--- src/rtl/button_press_classifier_pkg.sv ---
// Shared types and helpers for the button front-end (debounce + classifier).
package button_pkg;

  // Gesture FSM states for button_press_classifier.
  typedef enum logic [2:0] {
    ST_IDLE,
    ST_DOWN1,
    ST_GAP,
    ST_DOWN2,
    ST_LONGHOLD
  } btn_state_t;

  // Milliseconds to clock cycles; integer kHz first so large CLK_HZ stays in range.
  function automatic int ms_to_cycles(input int clk_hz, input int ms);
    return (clk_hz / 1000) * ms;
  endfunction

  // Larger of two sizing constants.
  function automatic int max_int(input int a, input int b);
    return (a > b) ? a : b;
  endfunction

endpackage

--- src/rtl/button_press_classifier_if.sv ---
// Button level in, gesture pulses out. The source side (debouncer or bench)
// uses master; the classifier uses slave.
interface button_press_classifier_if;
  logic btn_clean;
  logic press_pulse;
  logic release_pulse;
  logic click_pulse;
  logic double_pulse;
  logic long_pulse;
  logic held;

  modport master (
    output btn_clean,
    input  press_pulse, release_pulse, click_pulse, double_pulse, long_pulse, held
  );

  modport slave (
    input  btn_clean,
    output press_pulse, release_pulse, click_pulse, double_pulse, long_pulse, held
  );
endinterface

--- src/rtl/button_press_classifier_edge_detect.sv ---
// Edge detector for the debounced level. The first clock after reset only
// loads prev, so a button already down when reset lifts is not seen as a press.
module btn_edge_detect (
  input  logic clk,
  input  logic rst_n,
  input  logic btn_clean,
  output logic rise,
  output logic fall,
  output logic level_q
);

  logic prev;
  logic armed;

  // prev tracks the level every cycle; armed opens the edge gates one cycle after reset.
  always_ff @(posedge clk or negedge rst_n) begin
    if (!rst_n) begin
      prev  <= 1'b0;
      armed <= 1'b0;
    end else begin
      prev  <= btn_clean;
      armed <= 1'b1;
    end
  end

  assign rise    = armed &  btn_clean & ~prev;
  assign fall    = armed & ~btn_clean &  prev;
  assign level_q = prev;

endmodule

--- src/rtl/button_press_classifier.sv ---
// Turns the debounced button level into one-cycle gesture pulses:
// press/release on every edge, plus exactly one of click/double/long per gesture.
module button_press_classifier
  import button_pkg::*;
#(
  parameter int CLK_HZ    = 12_000_000,
  parameter int LONG_MS   = 600,
  parameter int DOUBLE_MS = 300
) (
  input  logic                      clk,
  input  logic                      rst_n,
  button_press_classifier_if.slave  bus
);

  localparam int LONG_CYC   = ms_to_cycles(CLK_HZ, LONG_MS);
  localparam int DOUBLE_CYC = ms_to_cycles(CLK_HZ, DOUBLE_MS);
  localparam int MAX_CYC    = max_int(LONG_CYC, DOUBLE_CYC);
  localparam int TW         = $clog2(MAX_CYC + 1);

  // Timer values on the last cycle of each window; the pulse registers on that edge.
  localparam logic [TW-1:0] LONG_LAST   = TW'(LONG_CYC - 1);
  localparam logic [TW-1:0] DOUBLE_LAST = TW'(DOUBLE_CYC - 1);

  // Windows shorter than two cycles cannot be distinguished from a single edge.
  generate
    if (LONG_CYC < 2 || DOUBLE_CYC < 2) begin : g_bad_timing
      $error("button_press_classifier: LONG_CYC and DOUBLE_CYC must both be >= 2");
    end
  endgenerate

  logic rise;
  logic fall;
  logic level_q;

  btn_edge_detect u_edge (
    .clk       (clk),
    .rst_n     (rst_n),
    .btn_clean (bus.btn_clean),
    .rise      (rise),
    .fall      (fall),
    .level_q   (level_q)
  );

  btn_state_t    state;
  logic [TW-1:0] timer;
  logic [TW-1:0] timer_inc;
  logic          press_q;
  logic          release_q;
  logic          click_q;
  logic          double_q;
  logic          long_q;

  // Saturating increment: the timer idles at all-ones in long holds instead of wrapping
  // back through a threshold value.
  assign timer_inc = (timer == '1) ? timer : timer + 1'b1;

  // Gesture FSM with its dwell timer; the timer restarts on every state change.
  // Edge tests come before timer tests so a simultaneous edge wins the tie.
  always_ff @(posedge clk or negedge rst_n) begin
    if (!rst_n) begin
      state     <= ST_IDLE;
      timer     <= '0;
      press_q   <= 1'b0;
      release_q <= 1'b0;
      click_q   <= 1'b0;
      double_q  <= 1'b0;
      long_q    <= 1'b0;
    end else begin
      press_q   <= rise;
      release_q <= fall;
      click_q   <= 1'b0;
      double_q  <= 1'b0;
      long_q    <= 1'b0;
      timer     <= timer_inc;
      unique case (state)
        ST_IDLE: begin
          if (rise) begin
            state <= ST_DOWN1;
            timer <= '0;
          end
        end
        ST_DOWN1: begin
          if (fall) begin
            state <= ST_GAP;
            timer <= '0;
          end else if (timer == LONG_LAST) begin
            long_q <= 1'b1;
            state  <= ST_LONGHOLD;
            timer  <= '0;
          end
        end
        ST_GAP: begin
          if (rise) begin
            double_q <= 1'b1;
            state    <= ST_DOWN2;
            timer    <= '0;
          end else if (timer == DOUBLE_LAST) begin
            click_q <= 1'b1;
            state   <= ST_IDLE;
            timer   <= '0;
          end
        end
        ST_DOWN2, ST_LONGHOLD: begin
          // Gesture already reported; just wait for the button to come up.
          if (fall) begin
            state <= ST_IDLE;
            timer <= '0;
          end
        end
        default: begin
          state <= ST_IDLE;
          timer <= '0;
        end
      endcase
    end
  end

  assign bus.press_pulse   = press_q;
  assign bus.release_pulse = release_q;
  assign bus.click_pulse   = click_q;
  assign bus.double_pulse  = double_q;
  assign bus.long_pulse    = long_q;
  assign bus.held          = level_q;

endmodule

--- src/flat_wrapper.sv ---
// flat-port wrapper written by rule: the top's interface ports become plain ports
module button_press_classifier_flat import button_pkg::*;
#(
  parameter int CLK_HZ    = 12_000_000,
  parameter int LONG_MS   = 600,
  parameter int DOUBLE_MS = 300
)
  (clk, rst_n, bus_btn_clean, bus_press_pulse, bus_release_pulse, bus_click_pulse, bus_double_pulse, bus_long_pulse, bus_held);
  button_press_classifier_if bus_i ();
  input  logic clk;
  input  logic rst_n;
  input wire logic [$bits(bus_i.btn_clean)-1:0] bus_btn_clean;
  output wire logic [$bits(bus_i.press_pulse)-1:0] bus_press_pulse;
  output wire logic [$bits(bus_i.release_pulse)-1:0] bus_release_pulse;
  output wire logic [$bits(bus_i.click_pulse)-1:0] bus_click_pulse;
  output wire logic [$bits(bus_i.double_pulse)-1:0] bus_double_pulse;
  output wire logic [$bits(bus_i.long_pulse)-1:0] bus_long_pulse;
  output wire logic [$bits(bus_i.held)-1:0] bus_held;
  assign bus_i.btn_clean = bus_btn_clean;
  assign bus_press_pulse = bus_i.press_pulse;
  assign bus_release_pulse = bus_i.release_pulse;
  assign bus_click_pulse = bus_i.click_pulse;
  assign bus_double_pulse = bus_i.double_pulse;
  assign bus_long_pulse = bus_i.long_pulse;
  assign bus_held = bus_i.held;
  button_press_classifier #(.CLK_HZ(CLK_HZ), .LONG_MS(LONG_MS), .DOUBLE_MS(DOUBLE_MS)) u_core (.clk(clk), .rst_n(rst_n), .bus(bus_i));
endmodule
--- config.mk ---
export PLATFORM = sky130hd
export DESIGN_NAME = button_press_classifier_flat
export DESIGN_NICKNAME = d
export VERILOG_FILES = /design/src/rtl/button_press_classifier_pkg.sv /design/src/rtl/button_press_classifier_if.sv /design/src/rtl/button_press_classifier_edge_detect.sv /design/src/rtl/button_press_classifier.sv /design/src/flat_wrapper.sv
export SDC_FILE = /design/constraint.sdc
export NUM_CORES = 1
export LEC_CHECK = 0
export CORE_MARGIN = 3
export CORE_UTILIZATION = 67
export CTS_BUF_LIST = sky130_fd_sc_hd__clkbuf_2
export DETAILED_ROUTE_END_ITERATION = 10
export PLACE_DENSITY = 0.87
export RECOVER_POWER = 50
export SETUP_SLACK_MARGIN = 0.15
export SLEW_MARGIN = 20
export SYNTH_ARGS = -nofsm -noshare
export SYNTH_HDL_FRONTEND = slang
export SYNTH_SLANG_ARGS = --single-unit
export TNS_END_PERCENT = 100
--- constraint.sdc ---
create_clock -name clk -period 6.1 [get_ports clk]
set_input_delay 1.22 -clock clk [delete_from_list [all_inputs] [get_ports clk]]
set_output_delay 1.22 -clock clk [all_outputs]
set_load 0.02 [all_outputs]
Word level (Yosys, flattened, before mapping)
Index checks and enable logic that the tools add are counted.
Operators by class
  $add $sub $neg: 1
  eq/ne operators: 11
  multiplexer cells: 23
  bitwise gates (word level): 6
  reduce and logical (&&, ||, !) cells: 3
Operator list (count)
  23-bit 2-to-1 mux: 7
  23-bit one-hot mux with 4 select lines: 1
  23-bit == test, second input constant: 2
  23-bit by 1-bit adder with 23-bit output, second input constant: 1
  23-bit by 22-bit == test with 1-bit output, second input constant: 1
  3-bit 2-to-1 mux: 6
  3-bit one-hot mux with 4 select lines: 1
  1-bit 2-to-1 mux: 8
  3-bit by 2-bit == test with 1-bit output, second input constant: 2
  3-bit by 1-bit inequality test with 1-bit output, second input constant: 2
  1-bit AND: 4
  2-bit by 1-bit inequality test with 1-bit output, second input constant: 2
  4-bit AND reduction: 1
  3-bit by 1-bit == test with 1-bit output, second input constant: 1
  3-bit == test, second input constant: 1
  3-bit logical NOT: 1
  1-bit NOT: 2
  2-bit OR reduction: 1
Word-level totals
  register bits: 33
  bits of input ports: 3
  output and inout bits: 6
  logic and storage cells: 53

Longest topological paths before layout
Gate-level depths: netlist (run 1).
  depth after elaboration: 5
  depth in mapped cells: 7
  mapped depth without buffers: 6

By module
From an unflattened synthesis (run 1), not the netlist that was laid out.
Unflattened totals
  cell total of the unflattened synthesis: 185
  area, all modules: 1803.0 µm²
By module, submodules not included
  button_press_classifier: times used 1, cells each 180, area each 1731.7 µm², sequential area each 775.7 µm²
  btn_edge_detect: times used 1, cells each 5, area each 71.3 µm², sequential area each 50.0 µm²

Worst setup path after synthesis (run 1)
Ideal clock, no wire load.
  path type: input to register
  from: input port bus_btn_clean
  to: register u_core.timer[13]
  library setup time: 0.150 ns
  data arrival time: 2.301 ns
  required time: 5.950 ns
  setup slack: 3.649 ns
  stages on the path: 6
  buffers on the path: 1
  cell sequence: nand3b_1 inv_1 nor3_1 nand2_1 clkbuf_1 a22oi_2
Between the ends
  longest elaborated chain between the ends: 5
  elaborated cells on any way between the ends: 10
  classes of those cells: mux (5); bitwise (5)
RTL lines
  start: declaration: RTL line flat_wrapper.sv:12  | input wire logic [$bits(bus_i.btn_clean)-1:0] bus_btn_clean;
  1-bit NOT *: RTL line button_press_classifier_edge_detect.sv:27  | assign fall = armed & ~btn_clean & prev;
  1-bit AND * (2 in a row): RTL line button_press_classifier_edge_detect.sv:27
  via u_core.fall: RTL line button_press_classifier.sv:32  | logic fall;
  23-bit 2-to-1 mux (on tied branches): RTL line button_press_classifier.sv:105, button_press_classifier.sv:83
  23-bit one-hot mux with 4 select lines *: RTL line button_press_classifier.sv:75  | unique case (state)
  end signal: assignment: RTL line button_press_classifier.sv:74  | timer <= timer_inc;
  end: declaration: RTL line button_press_classifier.sv:45  | logic [TW-1:0] timer;
The timed path passes the listed nets; every way through them passes the cells marked *.
A chain may end at the register's enable or synchronous reset.

Worst setup path after layout (run 1)
  from: input port bus_btn_clean
  to: register u_core.timer[4]
Between the ends
  elaborated cells on any way between the ends: 10
  classes of those cells: mux (5); bitwise (5)
RTL lines
  1-bit AND * (2 in a row): RTL line button_press_classifier_edge_detect.sv:26  | assign rise = armed & btn_clean & ~prev;
  via u_core.rise: RTL line button_press_classifier.sv:31  | logic rise;
  23-bit 2-to-1 mux (on tied branches): RTL line button_press_classifier.sv:93, button_press_classifier.sv:77
  23-bit one-hot mux with 4 select lines *: RTL line button_press_classifier.sv:75
Marks and branches as above.

==> summary.txt, run 1 <==
STA
  – Minimum clock period: 2.957 ns
  – Final Cycle Share: 48.47%
  – Hold Fails Final Rpt: 0
  – Clock skew: 0.007035 ns
  – Max-Slew Margin vs Limit: -12.59%
  – Max-slew violation count: 34
  – Max frequency: 0.3382 GHz
  – Worst slew pin tran: 1.689 ns
  – PnR worst setup slack: 3.143 ns
  – RSZ-0062 raised after global routing: no
  – Final setup violation count: 0
  – Sum of negative setup slack: 0 ns

Flow run
  – Max-cap viol count: 1

Drt
  – DRC Markers: 0
  – Drt pass-1 iters: 5
  – Drt initial violations: 98
  – Antenna Nets Post-Route: 0
  – Vias per cell: 6.861
  – WL/cell: 16.94 µm
  – Total routed wirelength: 3.777 mm
  – Via count: 1530

Worst setup path
  – Critical-path cell list: dlygate4sd3_1, nand3b_1, inv_1, or3_1, a21oi_1, a211oi_4, buf_4, a221oi_1
  – Reg2Reg Capture Point: u_core.timer[4]
  – Crit start category: input pin
  – CP top delay family: buffers and inverters
  – FF-to-FF path depth: 6
  – Critical Path Fanout Max: 23
  – CP Depth: 8
  – Kind of critical path: in -> reg
  – CP startpoint: bus_btn_clean
  – CP Buf/Inv Count: 3
  – Worst setup path endpoint: u_core.timer[4]
  – Required @ worst endpoint: 6.38 ns
  – Reg2Reg Setup Slack: 3.70 ns
  – Worst reg2reg startpoint: u_core.timer[0]
  – Critical Path AT: 3.24 ns
  – Critical Path Slowest Stage Cell: dlygate4sd3_1
  – Max incr delay on CP: 0.56 ns
  – Crit end category: register

Placed design
  – Post-DP HPWL: 2.662 mm
  – Dpl ws: 2.575 ns
  – Gpl congestion: 0.8662
  – Buffers on Ports: 8

Pwr
  – Peak supply drop: 325.0 µV
  – Pwr per Cell Area: 258.0 nW/µm²
  – Clk network pwr share: 19.9%
  – Comb pwr share: 29.9%
  – Switching share of total power: 39.77%
  – Seq pwr share: 50.2%
  – Lkg Pwr: 0.0007713 µW
  – Int Power: 312.9 µW
  – P_sw: 206.6 µW

Final layout
  – Diode count: 0
  – Area Growth Syn to Fin: 5.370%
  – Post-layout util: 77.73%
  – Nets: 196
  – Ratio of cells with drive above 1 in the final layout: 20.73%

Global routing
  – First-pass GRT wire length: 6.548 mm
  – Vias in the first global route: 1432
  – Antenna violations before repair: 0
  – Largest net degree at the start of global routing: 34
  – GR Overflow Total: 0
  – GRT Util Overall: 24.47%

Clock network
  – Clk sink count: 33
  – Total CTS buffers: 5
  – Hold buffer count at cts: 0
  – Worst-skew pair later-pin latency: 0.37 ns
  – Clk slew on worst S/H paths: 0.17 ns
  – Post-CTS sizing: 0
  – TritonCTS clock tree: done
  – Postcts setup bufs: 0
  – Clk root buf: clkbuf_2
  – Max H-tree Level: 2
  – Max clock buf depth: 2

Floorplan
  – Initial core utilization: 73.77%
  – Die height: 59.40 µm
  – DIE AREA: 3528 µm²
  – Die width: 59.40 µm
  – IO Pins: 9
  – Row cnt: 18
  – Core ar.: 2590 µm²

Synth
  – Synth top area share: 43.22%
  – Syn Nets: 189
  – Commonest cells in the netlist: 33 x dfrtp_1, 11 x a21oi_2, 11 x nor2_1
  – Post-Syn Area: 1911 µm²
  – Asr flop ratio synth: 100.0%
  – Synth cell types: 49
  – Synth area leaders: dfrtp_1 43%, a21oi_2 5.0%, a22oi_2 4.6%, xor2_1 3.7%, or3_1 2.6%
  – Cells after synthesis: 185
  – Main flop type after synthesis: dfrtp_1
  – Cell taking the most area after synthesis: dfrtp_1
  – Syn_area_per_cell: 10.33 µm²
  – Yosys reg bits: 33
  – Synth warn: 0
  – Top-count cell post-synth: dfrtp_1
  – EDFF count, synth: 0
  – Sequential share of the synthesized area: 43.22%

Outcome
  – Result of the run: finished with violations
  – Failing checks: max-capacitance violations, max-slew violations

Min path
  – Worst Hold Class: reg -> reg
## cells in the final DEF, fill, tap and decap left out, types with 4 or more instances in the layout
cell type        synthesis  layout
a21oi_2                 11      11
a22oi_2                  7       7
clkbuf_2                 0       6
clkdlybuf4s50_1          0       6
dfrtp_1                 33      33
nand2_1                  9       8
nand3_1                  8       8
nand4_1                  6       6
nor2_1                  11      11
nor3_1                   9       9
o21ai_0                  7       7
o31ai_1                  5       5
or3_1                    8       8
or4_1                    4       4
xor2_1                   8       8
## cell families after synthesis
family	synth area share, %
other	0.1963
buffers and inverters	4.191
and+or+nand+nor	24.17
adders and majority gates	0.6548
AOI/OAI and AO/OA	23.38
xor gates and xnor gates	3.667
DFF	43.22
muxes	0.5239
## power groups by stage
| stage | combinational, µW | clock (µW) | sequential, µW |
|---|---|---|---|
| 5_1_grt | 172 | 115 | 264 |
| 3_5_place_dp | 156 | 0 | 265 |
| 2_1_floorplan | 149 | 0 | 253 |
| 6_report | 155 | 103 | 261 |
| 4_1_cts | 157 | 105 | 261 |
| 3_3_place_gp | 149 | 0 | 262 |
## through the flow
stage               hold WS (ns)  total power, µW  instances  area [µm²]
finish                    0.5704            519.5        223        2013
global route              0.5877            550.6        223        2013
CTS                       0.5600            523.3        223        2014
detailed placement        0.5284            421.4        215        1974
global placement          0.5168            410.8        215        1974
floorplan                 0.4778            401.3        185        1911
## registers in the layout, summed over array words and instances, names as in the netlist
| signal | cells |
|---|---|
| u_core.bus.press_pulse | 1 |
| u_core.u_edge.level_q | 1 |
| u_core.bus.long_pulse | 1 |
| u_core.bus.release_pulse | 1 |
| u_core.bus.double_pulse | 1 |
| u_core.timer | 23 |
| u_core.u_edge.armed | 1 |
| u_core.bus.click_pulse | 1 |
| u_core.state | 3 |
## worst min path at each step
stage                            to       startpoint  slack, ns  cells past startpoint
floorplan           u_core.state[1]  u_core.state[2]       0.48                      1
global placement    u_core.state[1]  u_core.state[2]       0.52                      1
detailed placement  u_core.state[1]  u_core.state[2]       0.53                      1
CTS                 u_core.state[1]  u_core.state[2]       0.56                      1
global route        u_core.state[1]  u_core.state[2]       0.59                      1
finish              u_core.state[1]  u_core.state[2]       0.57                      1
## worst reg2reg max path, stage by stage, from the launching register on
cell and delay (ns):
dfrtp_1 0.45, ha_1 0.23, nand3_2 0.16, nor2_1 0.39
nand4_1 0.28, nand2_2 0.57, a221oi_1 0.18
## per-layer routing
metal / track usage [%] / vias up / part of all wire, % / wire length, µm
li1: - / 724 / - / -
met1: 34.17 / 747 / 45 / 1684
met2: 37.29 / 54 / 48 / 1811
met3: 7.407 / 5 / 6.5 / 245
met4: 5.825 / 0 / 0.93 / 35
met5: 0 / - / 0 / 0
## final cells by class
type / count / area (µm²)
inverters: 3 / 11.26
clock inverters: 2 / 10.01
fillers: 189 / 576.8
clock buffers: 6 / 30.03
flip-flops and latches: 33 / 825.8
repair buffers: 10 / 91.34
multi-input cells: 139 / 1007
well taps: 30 / 37.54
No activity file was read; power rests on OpenSTA's default activity.
==> run 2, diff against run 1 <==
- CORE_UTILIZATION: 67 -> 62
- PLACE_DENSITY: 0.87 -> 0.82
- clock period: 6.1 -> 3.08 ns (I/O delays scaled with it)
==> run 2 against run 1 <==
Net effect:
- the flow still finishes with violations (max-capacitance violations, max-slew violations)
- worst hold slack worse by 0.016 ns
- sequential power up 98%
- die area up 7.2%
- critical path depth down 1
- utilization down 6.9 points
- via count down 1.5%
- register-to-register slack worse by 3.2 ns
- clock power up 86%
- critical path type unchanged
- largest power group unchanged
- highest routed layer unchanged
==> summary.txt, run 2 (same netlist as run 1, synthesis figures left out) <==
Final layout
  – Area of the multi-input gates: 1005 µm² (was 1007 µm²)
  – Fill cell count: 229 (was 189)
  – Diode count: 0 (unchanged)
  – Most common cell after layout, fill and taps aside: dfrtp_1 (unchanged)
  – Reg area: 825.8 µm² (unchanged)
  – Top Registers: u_core.timer: 23 flops, u_core.state: 3 flops (unchanged)
  – Largest reg by FF count: u_core.timer (unchanged)
  – Ratio of cells with drive above 1 in the final layout: 20.10% (was 20.73%)
  – Area Growth Syn to Fin: 5.763% (was 5.370%)
  – Commonest non-fill, non-tap cells in the layout: 33 x dfrtp_1, 11 x nor2_1, 11 x a21oi_2 (unchanged)
  – Final std cells w/o fill: 225 (was 223)
  – Nets: 198 (was 196)
  – Max reg flops: 23 (unchanged)

Drt
  – Drt pass-1 iters: 5 (unchanged)
  – WL/cell: 17.39 µm (was 16.94 µm)
  – Via count: 1507 (was 1530)
  – Vias per cell: 6.698 (was 6.861)
  – Total routed wirelength: 3.913 mm (was 3.777 mm)
  – Antenna Nets Post-Route: 0 (unchanged)
  – DRC Markers: 0 (unchanged)
  – Drt initial violations: 128 (was 98)

Min path
  – WHS Endpoint: u_core.state[1] (unchanged)
  – Hold depth: 1 (unchanged)
  – Min-delay src: u_core.state[2] (unchanged)
  – Worst Hold Class: reg -> reg (unchanged)

STA
  – Max frequency: 0.3808 GHz
  – Minimum clock period: 2.626 ns
  – Final Cycle Share: 85.26%
  – Hold Fails Final Rpt: 0 (unchanged)
  – Worst slew pin tran: 1.715 ns (was 1.689 ns)
  – Final setup violation count: 0 (unchanged)
  – Clock skew: 0.008869 ns (was 0.007035 ns)
  – PnR worst setup slack: 0.4539 ns (was 3.143 ns)
  – Sum of negative setup slack: 0 ns (unchanged)
  – Max-Slew Margin vs Limit: -14.31% (was -12.59%)
  – Max-slew violation count: 34 (unchanged)
  – RSZ-0062 raised after global routing: no (unchanged)

Placed design
  – Buffers on Ports: 8 (unchanged)
  – Dpl ws: 0.1384 ns (was 2.575 ns)
  – Placed insts: 218 (was 215)
  – Post-DP HPWL: 2.785 mm (was 2.662 mm)
  – Gpl congestion: 0.8933 (was 0.8662)

Clock network
  – Hold buffer count at cts: 0 (unchanged)
  – Worst-skew pair later-pin latency: 0.37 ns (about the same)
  – Max clock buf depth: 2 (unchanged)
  – Post-CTS sizing: 0 (unchanged)
  – Max H-tree Level: 2 (unchanged)
  – Clk root buf: clkbuf_2 (unchanged)
  – Postcts setup bufs: 0 (unchanged)
  – TritonCTS clock tree: done (unchanged)
  – Clk sink count: 33 (unchanged)
  – Total CTS buffers: 5 (unchanged)
  – Clk slew on worst S/H paths: 0.16 ns (was 0.17 ns)

Global routing
  – GR Overflow Total: 0 (unchanged)
  – Vias in the first global route: 1383 (was 1432)
  – GRT Util Overall: 23.75% (was 24.47%)
  – Antenna violations before repair: 0 (unchanged)
  – First-pass GRT wire length: 6.651 mm (was 6.548 mm)
  – Largest net degree at the start of global routing: 34 (unchanged)

Worst setup path
  – Critical Path Slowest Stage Cell: a211oi_4 (was dlygate4sd3_1)
  – Critical Path AT: 2.88 ns (was 3.24 ns)
  – Reg2Reg Setup Slack: 0.46 ns (was 3.70 ns)
  – Max incr delay on CP: 0.72 ns (was 0.56 ns)
  – Worst reg2reg startpoint: u_core.timer[12] (was u_core.timer[0])
  – Reg2Reg Capture Point: u_core.timer[17] (was u_core.timer[4])
  – Crit start category: input pin (unchanged)
  – Crit end category: register (unchanged)
  – Critical Path Fanout Max: 14 (was 23)
  – FF-to-FF path depth: 6 (unchanged)
  – Required @ worst endpoint: 3.33 ns (was 6.38 ns)
  – Kind of critical path: in -> reg (unchanged)
  – Critical-path cell list: dlygate4sd3_1, nand3b_1, inv_1, nor3_1, a211oi_4, buf_4, a22oi_2 (was dlygate4sd3_1, nand3b_1, inv_1, or3_1, a21oi_1, a211oi_4, buf_4, a221oi_1)

Outcome
  – Failing checks: max-capacitance violations, max-slew violations (unchanged)
  – Result of the run: finished with violations (unchanged)

Floorplan
  – Row cnt: 19 (was 18)
  – Die width: 61.51 µm (was 59.40 µm)
  – Initial core utilization: 66.97% (was 73.77%)
  – DIE AREA: 3783 µm² (was 3528 µm²)
  – IO Pins: 9 (unchanged)
  – Die height: 61.51 µm (was 59.40 µm)
  – Core ar.: 2853 µm² (was 2590 µm²)

Pwr
  – Pwr per Cell Area: 506.0 nW/µm² (was 258.0 nW/µm²)
  – Seq pwr share: 50.6% (was 50.2%)
  – P_sw: 402.2 µW (was 206.6 µW)
  – Lkg Pwr: 0.0007747 µW (was 0.0007713 µW)
  – Int Power: 620.4 µW (was 312.9 µW)
  – Comb pwr share: 30.6% (was 29.9%)
  – Clk network pwr share: 18.8% (was 19.9%)
  – Peak supply drop: 392.7 µV (was 325.0 µV)
  – Switching share of total power: 39.33% (was 39.77%)

Flow run
  – Max-cap viol count: 1 (unchanged)
-- run 2: through the flow --
| stage | cell area (µm²) | total power (µW) | utilization (%) | hold slack (ns) |
|---|---|---|---|---|
| after CTS | 2024 | 1030 | 70.96 | 0.5535 |
| after detailed placement | 1991 | 841.9 | 69.78 | 0.5329 |
| final | 2021 | 1023 | 70.83 | 0.5540 |
| after floorplan | 1911 | 794.8 | - | 0.3204 |
| after global routing | 2021 | 1090 | 70.83 | 0.6063 |
| after global placement | 1991 | 821.8 | 69.78 | 0.5204 |
-- run 2: power groups by stage --
stage | registers (µW) | clock network, µW | logic, µW
final | 517 | 192 | 313
after CTS | 517 | 195 | 318
after floorplan | 501 | 0 | 294
after global placement | 520 | 0 | 301
after global routing | 524 | 217 | 349
after detailed placement | 525 | 0 | 317
-- run 2: how the worst max path moves through the flow --
stage	end	from	depth (start not counted)
floorplan	u_core.timer[13]	u_core.timer[0]	7
global placement	u_core.timer[21]	bus_btn_clean	8
detailed placement	u_core.timer[21]	bus_btn_clean	8
CTS	u_core.timer[17]	u_core.timer[12]	6
global route	u_core.timer[20]	bus_btn_clean	8
finish	u_core.timer[17]	bus_btn_clean	7
-- run 2: area by class of cell --
class / count / share of cell area (%)
clock buffers: 6 / 1.486
clock inverters: 1 / 0.1858
inverters: 3 / 0.5573
multi-input cells: 139 / 49.72
flip-flops and latches: 33 / 40.87
well taps: 31 / 1.920
repair buffers: 12 / 5.263
-- run 2: worst max-delay path, delay by kind of cell --
family / cells / cell delay, ns
AOI/OAI and AO/OA: 2 / 0.82
buffers and inverters: 3 / 1.09
and+or+nand+nor: 2 / 0.35
-- run 2: per-layer routing --
metal  GRT usage (%)  share of wire [%]
met1           33.81                 44
met2           35.43                 47
met3           5.870                7.4
met4           7.576                1.4
met5               0                  0
==> run 3, diff against run 2 <==
- CTS_CLUSTER_DIAMETER: default -> 50
- GPL_TIMING_DRIVEN: default -> 0
- RECOVER_POWER: 50 -> 25
==> run 3 against run 2 <==
Net effect:
- the flow still finishes with violations (max-capacitance violations, max-slew violations)
- critical path depth did not move
- via count is 3.5% higher
- setup slack worse by 0.024 ns
- cell area increased by 2.1%
- non-clock buffer count rose by 6
- combinational power increased by 23%
- register-to-register slack worse by 0.03 ns
- final cell count up 3.1%
- utilization rose by 1.5 points
- die area unchanged
- critical path type is now reg -> reg
==> summary.txt, run 3 (same netlist as run 1, synthesis figures left out) <==
Outcome
  – Result of the run: finished with violations (unchanged)
  – Failing checks: max-capacitance violations, max-slew violations (unchanged)

Floorplan
  – Core ar.: 2853 µm² (unchanged)
  – Initial core utilization: 66.97% (unchanged)
  – DIE AREA: 3783 µm² (unchanged)
  – Row cnt: 19 (unchanged)
  – IO Pins: 9 (unchanged)
  – Die width: 61.51 µm (unchanged)
  – Die height: 61.51 µm (unchanged)

STA
  – Max-slew violation count: 34 (unchanged)
  – Max frequency: 0.3774 GHz (was 0.3808 GHz)
  – Final setup violation count: 0 (unchanged)
  – Hold Fails Final Rpt: 0 (unchanged)
  – Final Cycle Share: 86.04% (was 85.26%)
  – Sum of negative setup slack: 0 ns (unchanged)
  – Max-Slew Margin vs Limit: -18.76% (was -14.31%)
  – RSZ-0062 raised after global routing: no (unchanged)
  – Clock skew: 0.01195 ns (was 0.008869 ns)
  – Worst slew pin tran: 1.781 ns (was 1.715 ns)
  – Minimum clock period: 2.650 ns (was 2.626 ns)
  – PnR worst setup slack: 0.4300 ns (was 0.4539 ns)

Drt
  – Vias per cell: 6.724 (was 6.698)
  – Drt pass-1 iters: 4 (was 5)
  – WL/cell: 17.63 µm (was 17.39 µm)
  – Total routed wirelength: 4.089 mm (was 3.913 mm)
  – Drt initial violations: 80 (was 128)
  – Via count: 1560 (was 1507)
  – DRC Markers: 0 (unchanged)
  – Antenna Nets Post-Route: 0 (unchanged)

Clock network
  – Post-CTS sizing: 0 (unchanged)
  – Clk root buf: clkbuf_2 (unchanged)
  – Max clock buf depth: 2 (unchanged)
  – Total CTS buffers: 5 (unchanged)
  – Worst-skew pair later-pin latency: 0.38 ns (was 0.37 ns)
  – Hold buffer count at cts: 0 (unchanged)
  – Clk sink count: 33 (unchanged)
  – TritonCTS clock tree: done (unchanged)
  – Max H-tree Level: 2 (unchanged)
  – Postcts setup bufs: 0 (unchanged)
  – Clk slew on worst S/H paths: 0.17 ns (was 0.16 ns)

Worst setup path
  – Reg2Reg Setup Slack: 0.43 ns (was 0.46 ns)
  – Critical-path cell list: ha_1, nand3_2, nor2_1, nand4_1, nand2_1, clkbuf_1, a22oi_2 (was dlygate4sd3_1, nand3b_1, inv_1, nor3_1, a211oi_4, buf_4, a22oi_2)
  – CP top delay family: simple AND/OR/NAND/NOR gates (was buffers and inverters)
  – Critical Path AT: 2.89 ns (was 2.88 ns)
  – Crit end category: register (unchanged)
  – Max incr delay on CP: 0.61 ns (was 0.72 ns)
  – Critical Path Slowest Stage Cell: clkbuf_1 (was a211oi_4)
  – Required @ worst endpoint: 3.32 ns (was 3.33 ns)
  – Crit start category: register (was input pin)
  – Critical Path Fanout Max: 10 (was 14)
  – CP Buf/Inv Count: 1 (was 3)
  – Kind of critical path: reg -> reg (was in -> reg)

Final layout
  – Most common cell after layout, fill and taps aside: dfrtp_1 (unchanged)
  – Largest reg by FF count: u_core.timer (unchanged)
  – Nets: 204 (was 198)
  – Top Registers: u_core.timer: 23 flops, u_core.state: 3 flops (unchanged)
  – Max reg flops: 23 (unchanged)
  – Ratio of cells with drive above 1 in the final layout: 21.39% (was 20.10%)
  – Area Growth Syn to Fin: 7.990% (was 5.763%)
  – Diode count: 0 (unchanged)
  – Commonest non-fill, non-tap cells in the layout: 33 x dfrtp_1, 11 x nor2_1, 11 x a21oi_2 (unchanged)

Global routing
  – GR Overflow Total: 0 (unchanged)
  – First-pass GRT wire length: 6.699 mm (was 6.651 mm)
  – Vias in the first global route: 1447 (was 1383)
  – Antenna violations before repair: 0 (unchanged)
  – GRT Util Overall: 24.29% (was 23.75%)
  – Largest net degree at the start of global routing: 34 (unchanged)

Min path
  – Worst Hold Class: reg -> reg (unchanged)

Pwr
  – Total Power: 1091 µW (was 1023 µW)
  – Lkg Pwr: 0.0007944 µW (was 0.0007747 µW)
  – Peak supply drop: 509.9 µV (was 392.7 µV)
  – Pwr per Cell Area: 528.7 nW/µm² (was 506.0 nW/µm²)

Placed design
  – Gpl congestion: 0.8662 (was 0.8933)
  – Post-DP HPWL: 2.814 mm (was 2.785 mm)
  – Buffers on Ports: 8 (unchanged)
  – Dpl ws: 0.4036 ns (was 0.1384 ns)

Flow run
  – Max-cap viol count: 1 (unchanged)
-- run 3: cell count changes in the layout (fill, tap and decap cells not counted), sizes merged --
cell,change
buf,+2
clkbuf,+5
clkinv,+1
dlygate4sd3,-1
-- run 3: worst paths after layout --
kind | from | end | depth (start not counted)
hold reg to reg | u_core.state[2] | u_core.state[1] | 1
hold / removal | u_core.state[2] | u_core.state[1] | 1
setup reg to reg | u_core.timer[0] | u_core.timer[6] | 7
setup / recovery | u_core.timer[0] | u_core.timer[6] | 7
min in group asynchronous | rst_n | u_core.timer[18] | 1
max in group asynchronous | rst_n | u_core.u_edge.level_q | 1
-- run 3: report_power, final --
part           internal [µW]  switching (µW)  total [µW]
sequential               468            27.1         495
combinational            123             263         386
clock                   57.0             153         210
-- run 3: final cells by class --
| class | instances | area [µm²] |
|---|---|---|
| Fill cell | 219 | 789.5 |
| Tap cell | 31 | 38.79 |
| Buffer | 10 | 68.82 |
| Inverter | 3 | 11.26 |
| Clock buffer | 6 | 30.03 |
| Sequential cell | 33 | 825.8 |
| Multi-Input combinational cell | 139 | 1005 |
| Timing Repair Buffer | 8 | 73.82 |
| Clock inverter | 2 | 10.01 |
-- run 3: through the flow --
step,instances,hold WS [ns],utilization [%],instance area (µm²)
floorplan,185,0.3204,-,1911
global placement,224,0.5192,71.14,2029
detailed placement,224,0.5327,70.96,2024
CTS,232,0.2817,72.37,2064
global route,232,0.6051,72.32,2063
finish,232,0.5708,72.32,2063
-- run 3: worst reg2reg max path: stages, from the launching register on --
cell,delay (ns)
dfrtp_1,0.43
ha_1,0.23
nand3_2,0.16
nor2_1,0.39
nand4_1,0.28
nand2_1,0.25
clkbuf_1,0.62
a22oi_2,0.17
-- run 3: per-layer routing --
layer | share of wire [%] | track usage (%) | wire length, µm | vias to the layer above
met2 | 48 | 37.52 | 1951 | 59
li1 | - | - | - | 735
met3 | 6.9 | 6.918 | 284 | 9
met5 | 0 | 0 | 0 | -
met4 | 1.8 | 7.879 | 75 | 0
met1 | 43 | 32.85 | 1778 | 757
